--- src/rtl/div_unit.sv ---
// Iterative radix-2 restoring divider for the RV32M divide group
// (DIV, DIVU, REM, REMU). One operation in flight; the result is
// returned with the ROB tag captured at acceptance.
//
// state | meaning
// ------+---------------------------------------------------------------
// IDLE  | waiting for div_start; fast-path cases are resolved here
// CALC  | one quotient bit per cycle, r_cnt runs 0..31
// DONE  | div_o_valid strobe for one cycle, then back to IDLE
module div_unit #(
   parameter int ROB_IDX_W = 3,
   parameter int XLEN      = 32
) (
   input  logic                 clk,
   input  logic                 rst,
   input  logic                 div_start,
   input  logic [2:0]           funct3,
   input  logic [XLEN-1:0]      rs1_data,
   input  logic [XLEN-1:0]      rs2_data,
   input  logic [ROB_IDX_W-1:0] exe_rob_idx,
   input  logic                 flush,
   output logic                 div_busy,
   output logic [XLEN-1:0]      div_out,
   output logic [ROB_IDX_W-1:0] div_rob_idx,
   output logic                 div_o_valid
);

   typedef enum logic [1:0] {
      S_IDLE = 2'd0,
      S_CALC = 2'd1,
      S_DONE = 2'd2
   } state_t;

   state_t                r_state;
   state_t                w_state_nxt;

   logic [4:0]            r_cnt;
   logic [XLEN-1:0]       r_quo;
   logic [XLEN-1:0]       r_rem;
   logic [XLEN-1:0]       r_dvsr;
   logic                  r_neg_q;
   logic                  r_neg_r;
   logic                  r_is_rem;
   logic                  r_is_signed;
   logic [ROB_IDX_W-1:0]  r_tag;
   logic [XLEN-1:0]       r_out;
   logic [ROB_IDX_W-1:0]  r_out_tag;

   logic                  w_accept;
   logic                  w_signed;
   logic                  w_a_neg;
   logic                  w_b_neg;
   logic [XLEN-1:0]       w_a_mag;
   logic [XLEN-1:0]       w_b_mag;
   logic                  w_fast;
   logic [XLEN-1:0]       w_fast_val;

   logic [XLEN:0]         w_shift;
   logic [XLEN:0]         w_trial;
   logic [XLEN-1:0]       w_rem_nxt;
   logic [XLEN-1:0]       w_quo_nxt;
   logic [XLEN-1:0]       w_raw;
   logic                  w_neg_res;
   logic [XLEN-1:0]       w_result;
   logic                  w_last;

   // Acceptance and operand preparation: magnitudes for signed ops.
   always_comb begin
      w_accept = (r_state == S_IDLE) && div_start && !flush;
      w_signed = !funct3[0];
      w_a_neg  = w_signed && rs1_data[XLEN-1];
      w_b_neg  = w_signed && rs2_data[XLEN-1];
      w_a_mag  = w_a_neg ? (~rs1_data + {{(XLEN-1){1'b0}}, 1'b1}) : rs1_data;
      w_b_mag  = w_b_neg ? (~rs2_data + {{(XLEN-1){1'b0}}, 1'b1}) : rs2_data;
   end

   // Fast-path detection: non-divide funct3, divide by zero, signed overflow.
   always_comb begin
      w_fast     = 1'b1;
      w_fast_val = '0;
      if (!funct3[2]) begin
         w_fast_val = '0;
      end else if (rs2_data == '0) begin
         w_fast_val = funct3[1] ? rs1_data : '1;
      end else if (w_signed && (rs1_data == {1'b1, {(XLEN-1){1'b0}}}) &&
                   (rs2_data == '1)) begin
         w_fast_val = funct3[1] ? '0 : {1'b1, {(XLEN-1){1'b0}}};
      end else begin
         w_fast = 1'b0;
      end
   end

   // One restoring step; the trial is one bit wider so that a partial
   // remainder above 2^31 (unsigned ops) still compares correctly.
   always_comb begin
      w_shift   = {r_rem, r_quo[XLEN-1]};
      w_trial   = w_shift - {1'b0, r_dvsr};
      w_rem_nxt = w_trial[XLEN] ? w_shift[XLEN-1:0] : w_trial[XLEN-1:0];
      w_quo_nxt = {r_quo[XLEN-2:0], ~w_trial[XLEN]};
      w_raw     = r_is_rem ? w_rem_nxt : w_quo_nxt;
      w_neg_res = r_is_signed && (r_is_rem ? r_neg_r : r_neg_q);
      w_result  = w_neg_res ? (~w_raw + {{(XLEN-1){1'b0}}, 1'b1}) : w_raw;
      w_last    = (r_cnt == 5'd31);
   end

   // State register.
   always_ff @(posedge clk) begin
      if (rst) begin
         r_state <= S_IDLE;
      end else begin
         r_state <= w_state_nxt;
      end
   end

   // Next-state logic; flush overrides every transition.
   always_comb begin
      w_state_nxt = r_state;
      case (r_state)
         S_IDLE: begin
            if (w_accept) begin
               w_state_nxt = w_fast ? S_DONE : S_CALC;
            end
         end
         S_CALC: begin
            if (w_last) begin
               w_state_nxt = S_DONE;
            end
         end
         S_DONE: begin
            w_state_nxt = S_IDLE;
         end
         default: begin
            w_state_nxt = S_IDLE;
         end
      endcase
      if (flush) begin
         w_state_nxt = S_IDLE;
      end
   end

   // Outputs: strobe suppressed under flush, result registers held.
   always_comb begin
      div_busy    = (r_state != S_IDLE);
      div_o_valid = (r_state == S_DONE) && !flush;
      div_out     = r_out;
      div_rob_idx = r_out_tag;
   end

   // Datapath: operand capture, iteration, result write on entry to DONE.
   always_ff @(posedge clk) begin
      if (rst) begin
         r_cnt       <= '0;
         r_quo       <= '0;
         r_rem       <= '0;
         r_dvsr      <= '0;
         r_neg_q     <= 1'b0;
         r_neg_r     <= 1'b0;
         r_is_rem    <= 1'b0;
         r_is_signed <= 1'b0;
         r_tag       <= '0;
         r_out       <= '0;
         r_out_tag   <= '0;
      end else if (w_accept) begin
         r_cnt       <= '0;
         r_quo       <= w_a_mag;
         r_rem       <= '0;
         r_dvsr      <= w_b_mag;
         r_neg_q     <= rs1_data[XLEN-1] ^ rs2_data[XLEN-1];
         r_neg_r     <= rs1_data[XLEN-1];
         r_is_rem    <= funct3[1];
         r_is_signed <= w_signed;
         r_tag       <= exe_rob_idx;
         if (w_fast) begin
            r_out     <= w_fast_val;
            r_out_tag <= exe_rob_idx;
         end
      end else if ((r_state == S_CALC) && !flush) begin
         r_cnt <= r_cnt + 5'd1;
         r_quo <= w_quo_nxt;
         r_rem <= w_rem_nxt;
         if (w_last) begin
            r_out     <= w_result;
            r_out_tag <= r_tag;
         end
      end
   end

endmodule

--- config.mk ---
export PLATFORM = sky130hd
export DESIGN_NAME = div_unit
export DESIGN_NICKNAME = d
export VERILOG_FILES = /design/src/rtl/div_unit.sv
export SDC_FILE = /design/constraint.sdc
export NUM_CORES = 1
export LEC_CHECK = 0
export CAP_MARGIN = 20
export CORE_MARGIN = 4
export CORE_UTILIZATION = 50
export DETAILED_ROUTE_END_ITERATION = 10
export GPL_ROUTABILITY_DRIVEN = 0
export PLACE_DENSITY = 0.77
export RECOVER_POWER = 50
export SKIP_CTS_REPAIR_TIMING = 1
export SYNTH_ARGS = -nofsm -noshare
export SYNTH_HDL_FRONTEND = slang
export SYNTH_SLANG_ARGS = --single-unit
--- constraint.sdc ---
create_clock -name clk -period 4.75 [get_ports clk]
set_input_delay 0.475 -clock clk [delete_from_list [all_inputs] [get_ports clk]]
set_output_delay 0.475 -clock clk [all_outputs]
set_load 0.01 [all_outputs]
## After elaboration in Yosys (flattened, before gate mapping)

Cells that the tools add are included.

| word-level totals | value |
|---|---|
| flip-flop bits (word level) | 145 |
| logic and storage cells | 78 |

| cells by class | value |
|---|---|
| $add $sub $neg | 5 |
| equal/unequal tests | 8 |
| multiplexer cells | 28 |
| bitwise logic cells | 5 |
| reductions and logical operators | 20 |

Operator list:

| cell | count |
|---|---|
| 2-to-1 mux 32 bit | 16 |
| adder 32 x 1 -> 32 bit (second input constant) | 3 |
| NOT 32 bit | 3 |
| equality test 32 bit (second input constant) | 2 |
| subtractor 33 x 32 -> 33 bit | 1 |
| logical NOT 32 bit | 1 |
| 2-to-1 mux 3 bit | 4 |
| logical AND 1 bit | 9 |
| 2-to-1 mux 2 bit | 3 |
| nonzero test 2 bit | 3 |
| adder 5 x 1 -> 5 bit (second input constant) | 1 |
| equality test 5 bit (second input constant) | 1 |
| 2-to-1 mux 1 bit | 4 |
| inequality test 2 bit (second input constant) | 2 |
| one-hot mux 2 bit (2 select lines) | 1 |
| OR reduction 2 bit | 2 |
| AND reduction 3 bit | 1 |
| equality test 2 x 1 -> 1 bit (second input constant) | 1 |
| equality test 2 bit (second input constant) | 1 |
| logical NOT 1 bit | 2 |
| logical NOT 2 bit | 1 |
| inequality test 2 x 1 -> 1 bit (second input constant) | 1 |
| AND reduction 2 bit | 1 |
| NOT 1 bit | 1 |
| bitwise XOR 1 bit | 1 |

## Logic depth before layout (Yosys ltp)

| logic depth | value |
|---|---|
| depth after elaboration | 9 |
| gate-level depth with buffers | 21 |

## Least setup slack after synthesis

Ideal clock, no wire load.

| timing path | value |
|---|---|
| path kind | reg2reg |
| start point | register r_quo[31] |
| end point | register r_out[26] (netlist: div_out[26]) |
| library setup time | 0.130 ns |
| arrival time | 4.411 ns |
| required time | 4.620 ns |
| path slack | 0.209 ns |
| cell stages (with the launch flop) | 21 |
| buffers on the path | 2 |
| period minus slack after synthesis | 4.541 ns |
| path through | dfxtp_1 > inv_1 > ha_1 > fa_1 > nand2b_1 > a21o_1 > a31oi_1 > o211a_1 > o21ai_2 > nand2_1 > buf_2 > clkbuf_1 > o21ai_0 > mux2i_1 > ha_1 > nor4b_1 > a31o_2 > nand4_1 > o41ai_1 > xor2_1 > o22ai_1 |

| on the way | value |
|---|---|
| longest elaborated chain between the ends | 9 |

RTL lines:

| element | RTL line | RTL |
|---|---|---|
| from (decl) | 38 | `logic [XLEN-1:0] r_quo;` |
| from (signal assigned) | 165 | `r_quo <= w_a_mag;` |
| from (signal assigned) | 179 | `r_quo <= w_quo_nxt;` |
| subtractor 33 x 32 -> 33 bit | 97 | `w_trial = w_shift - {1'b0, r_dvsr};` |
| 2-to-1 mux 32 bit or NOT 1 bit (tied branches) | 98, 99 |  |
| 2-to-1 mux 32 bit (*) | 100 | `w_raw = r_is_rem ? w_rem_nxt : w_quo_nxt;` |
| NOT 32 bit | 102 | `w_result = w_neg_res ? (~w_raw + {{(XLEN-1){1'b0}}, 1'b1}) : w_raw;` |
| adder 32 x 1 -> 32 bit | 102 |  |
| 2-to-1 mux 32 bit (*) | 102 |  |
| 2-to-1 mux 32 bit (*) | 181 | `if (w_last) begin` |
| 2-to-1 mux 32 bit (*) | 177 | `end else if ((r_state == S_CALC) && !flush) begin` |
| 2-to-1 mux 32 bit (*) | 163 | `end else if (w_accept) begin` |
| to (signal assigned) | 174 | `r_out <= w_fast_val;` |
| to (signal assigned) | 182 | `r_out <= w_result;` |
| to (decl) | 46 | `logic [XLEN-1:0] r_out;` |

Mark *: on every way between the ends. The rest lies on a longest branch, timed or not. The select of a mux whose other input is x is not followed.
A chain may end at the register's enable or synchronous reset.

## Final worst setup path

| timing path | value |
|---|---|
| start point | register r_quo[31] |
| end point | register r_out[27] (netlist: div_out[27]) |

The elaborated chain is that of the path after synthesis.

==> impl_results.md <==
- Finished Layout Cells: 1877
- Max-cap violations: 2
- Nets: 1698
- Worst slew margin: -91.1%
- Ant. Diodes: 0
- Minimum clock period: 4.51 ns
- Synth Instances: 1523
- Synth Flop Type: dfxtp_1
- Layout cells sized above 1: 6.89%
- Register area: 0.00290 sq mm
- Asr flop ratio synth: 0%
- Fmax: 0.222 GHz
- Fillers: 2009
- CTS max path bufs: 2
- Total track usage: 29.5%
- Crit. End Element: flip-flop
- Drt drc: 0
- IO Port Bufs: 110
- Crit path kind: reg2reg
- Root Driver: clkbuf_16
- Vias per Instance: 6.51
- Startpoint types: flip-flop
- Drt initial violations: 1408
- Arrival time at the worst endpoint: 4.82 ns
- Final hold viol count: 0
- Post-DP HPWL: 28100 um
- Syn Std Cell Area: 0.0113 sq mm
- CTS Sinks: 145
- Seq/Total Area, Yosys: 25.7%
- Final setup viols: 0
- LEAKAGE: 4.84 nW
- Yosys top cell by area: dfxtp_1
- CTS tree: yes
- Initial antenna violation count: 1
- Violated checks: capacitance limit, slew limit
- Die height: 158 um
- Pre-Repair DR Iteration Count: 7
- WHS: 0.451 ns
- Synth area leaders: dfxtp_1 26%, nor2_1 5.9%, a21oi_1 5.7%, nand2_1 5.2%, ha_1 4.2%
- Clock Latency Late Sink: 0.45 ns
- Ports: 111
- Final worst slack: 0.241 ns
- Synthesized flop and latch total: 145
- Clk slew on worst S/H paths: 0.06 ns
- Post-Route WL: 37600 um
- Slew @ Worst Pin: 2.87 ns
- GRT overflow: 0
- Placed Area: 0.0126 sq mm
- Design area: 0.0132 sq mm
- Final Slew Violations: 105
- Util after Layout: 60.0%
- DIE WIDTH: 158 um
- Synthesized net count: 1636
- Initial Utilization: 51.2%
- Core ar.: 0.0220 sq mm
- Syn Area/Cell: 7.41 sq um
- Share of the synthesized area in the top cell type: 25.7%
- Final worst-path cycle share: 94.9%
- PD cells: 279 mW/mm^2
- Synth warnings: 0
- H-tree Lvls: 4
- Maximum vdd ir drop: 237 uV
- Largest net degree at the start of global routing: 77
- Full die area: 0.0250 sq mm
- Placed cell count: 1844
- WL/cell: 20.0 um
- Req. time, crit path: 5.06 ns
- Rows: 54
- Status: complete, but fails checks
- Num CTS Buffers: 17
- Post-synth cell types: 97
- Antenna-violating nets left: 0
- Worst Skew: 0.0138 ns
- Area of the multi-input gates: 0.00779 sq mm
- Post-synth EDFFs: 0
- Vias: 12.2k
- Max FO, Critical Path: 15
- Area growth syn-to-layout: 17.1%
- RSZ-0062 raised after global routing: false
- Type of the worst min-delay path: reg2reg
- Global-route wire length before repair: 58900 um
- Number of global-route vias before repair: 11.2k
- Dpl ws: 0.0606 ns
[metrics by stage]
stage / TNS (ns) / total power, W
after global routing: 0 / 0.00383
final: 0 / 0.00369
after detailed placement: 0 / 0.00234
after CTS: -0.0137 / 0.00365
after global placement: 0 / 0.00232
after floorplan: 0 / 0.00201
[logic make-up after synthesis]
logic type	synth area share, %
muxes	2.25
buffers and inverters	5.90
AOI/OAI and AO/OA	31.8
DFF	25.7
adders and majority gates	4.39
and+or+nand+nor	22.4
xor gates and xnor gates	7.53
[sequential cells by signal, indices dropped and copies added, names as in the netlist, 2 cells and up]
name         flops
div_rob_idx      3
r_quo           32
r_cnt            5
r_rem           32
r_state          2
r_tag            3
div_out         32
r_dvsr          32
[cells in the mapped netlist (all sizes together), types with 4 or more instances]
| cell type | number |
|---|---|
| nand2b | 10 |
| clkbuf | 71 |
| o21ai | 98 |
| and2 | 8 |
| o211ai | 13 |
| nor3 | 47 |
| nand2 | 157 |
| ha | 38 |
| a311oi | 26 |
| o2111ai | 5 |
| o21bai | 4 |
| a21oi | 133 |
| o31a | 5 |
| buf | 30 |
| a31o | 5 |
| o311ai | 4 |
| nand4 | 25 |
| a21boi | 13 |
| nand4b | 5 |
| and4 | 4 |
| nor2b | 7 |
| o31ai | 17 |
| dfxtp | 145 |
| a31oi | 24 |
| a21o | 20 |
| o21a | 7 |
| mux2i | 22 |
| or4 | 9 |
| or3 | 19 |
| xor2 | 43 |
| nand3 | 24 |
| o41ai | 12 |
| nor2 | 180 |
| a22oi | 33 |
| a221oi | 6 |
| xnor2 | 54 |
| inv | 62 |
| a211oi | 59 |
| and3 | 9 |
| o22ai | 9 |
| nor4 | 16 |
| o211a | 4 |
[critical path: stages (launching register included)]
cell      delay, ns
dfxtp_1        0.38
inv_1          0.08
ha_1           0.23
fa_1           0.41
nand2b_1       0.18
a21o_1         0.21
a31oi_1        0.27
o211a_1        0.32
nor3_4         0.07
buf_4          0.21
o21ai_0        0.31
mux2i_2        0.41
and4bb_1       0.28
and4_1         0.36
mux2_1         0.36
a211oi_1       0.23
nor3_1         0.07
[placed cells by master (no fill, tap or decap), types with 25 or more instances in the layout]
master | synthesis | routed
nand2_1 | 156 | 155
a22oi_1 | 33 | 33
dfxtp_1 | 145 | 144
nand4_1 | 25 | 25
o21ai_0 | 87 | 87
a311oi_1 | 26 | 26
a21oi_1 | 129 | 129
dlygate4sd3_1 | 0 | 40
xor2_1 | 43 | 43
clkdlybuf4s50_1 | 0 | 69
buf_4 | 2 | 29
nor2_1 | 178 | 177
inv_1 | 62 | 62
nor3_1 | 45 | 45
ha_1 | 38 | 38
xnor2_1 | 54 | 54
a211oi_1 | 58 | 58
[report_power, final]
| group | internal [W] | switching [W] |
|---|---|---|
| Sequential | 0.00127 | 0.0000475 |
| Clock | 0.000749 | 0.000583 |
| Combinational | 0.000401 | 0.000639 |
| Total | 0.00242 | 0.00127 |
[cell type report]
type / instances / share of cell area, %
well taps: 280 / 2.65
flip-flops and latches: 145 / 22.0
repair buffers: 144 / 10.4
clock inverters: 11 / 0.795
clock buffers: 20 / 3.46
inverters: 62 / 1.76
multi-input cells: 1215 / 58.9
[worst paths after layout]
path                                                  to  depth (start not counted)               startpoint  slack (ns)
worst max-delay path            div_out[27]$_SDFFE_PP0P_                         16   r_quo[31]$_SDFFE_PP0P_        0.24
worst min register to register   r_dvsr[30]$_SDFFE_PP0P_                          2  r_dvsr[30]$_SDFFE_PP0P_        0.45
worst max register to register  div_out[27]$_SDFFE_PP0P_                         16   r_quo[31]$_SDFFE_PP0P_        0.24
worst min-delay path             r_dvsr[30]$_SDFFE_PP0P_                          2  r_dvsr[30]$_SDFFE_PP0P_        0.45
[layer usage]
metal  share of wire [%]  wire length (um)  global-route usage (%)
met5               0.035                13                       0
met4                 4.8              1820                    13.2
met3                 9.2              3450                    5.44
met2                  45             17100                    46.4
met1                  41             15200                    39.3
Power figures use the tool's default switching activity.
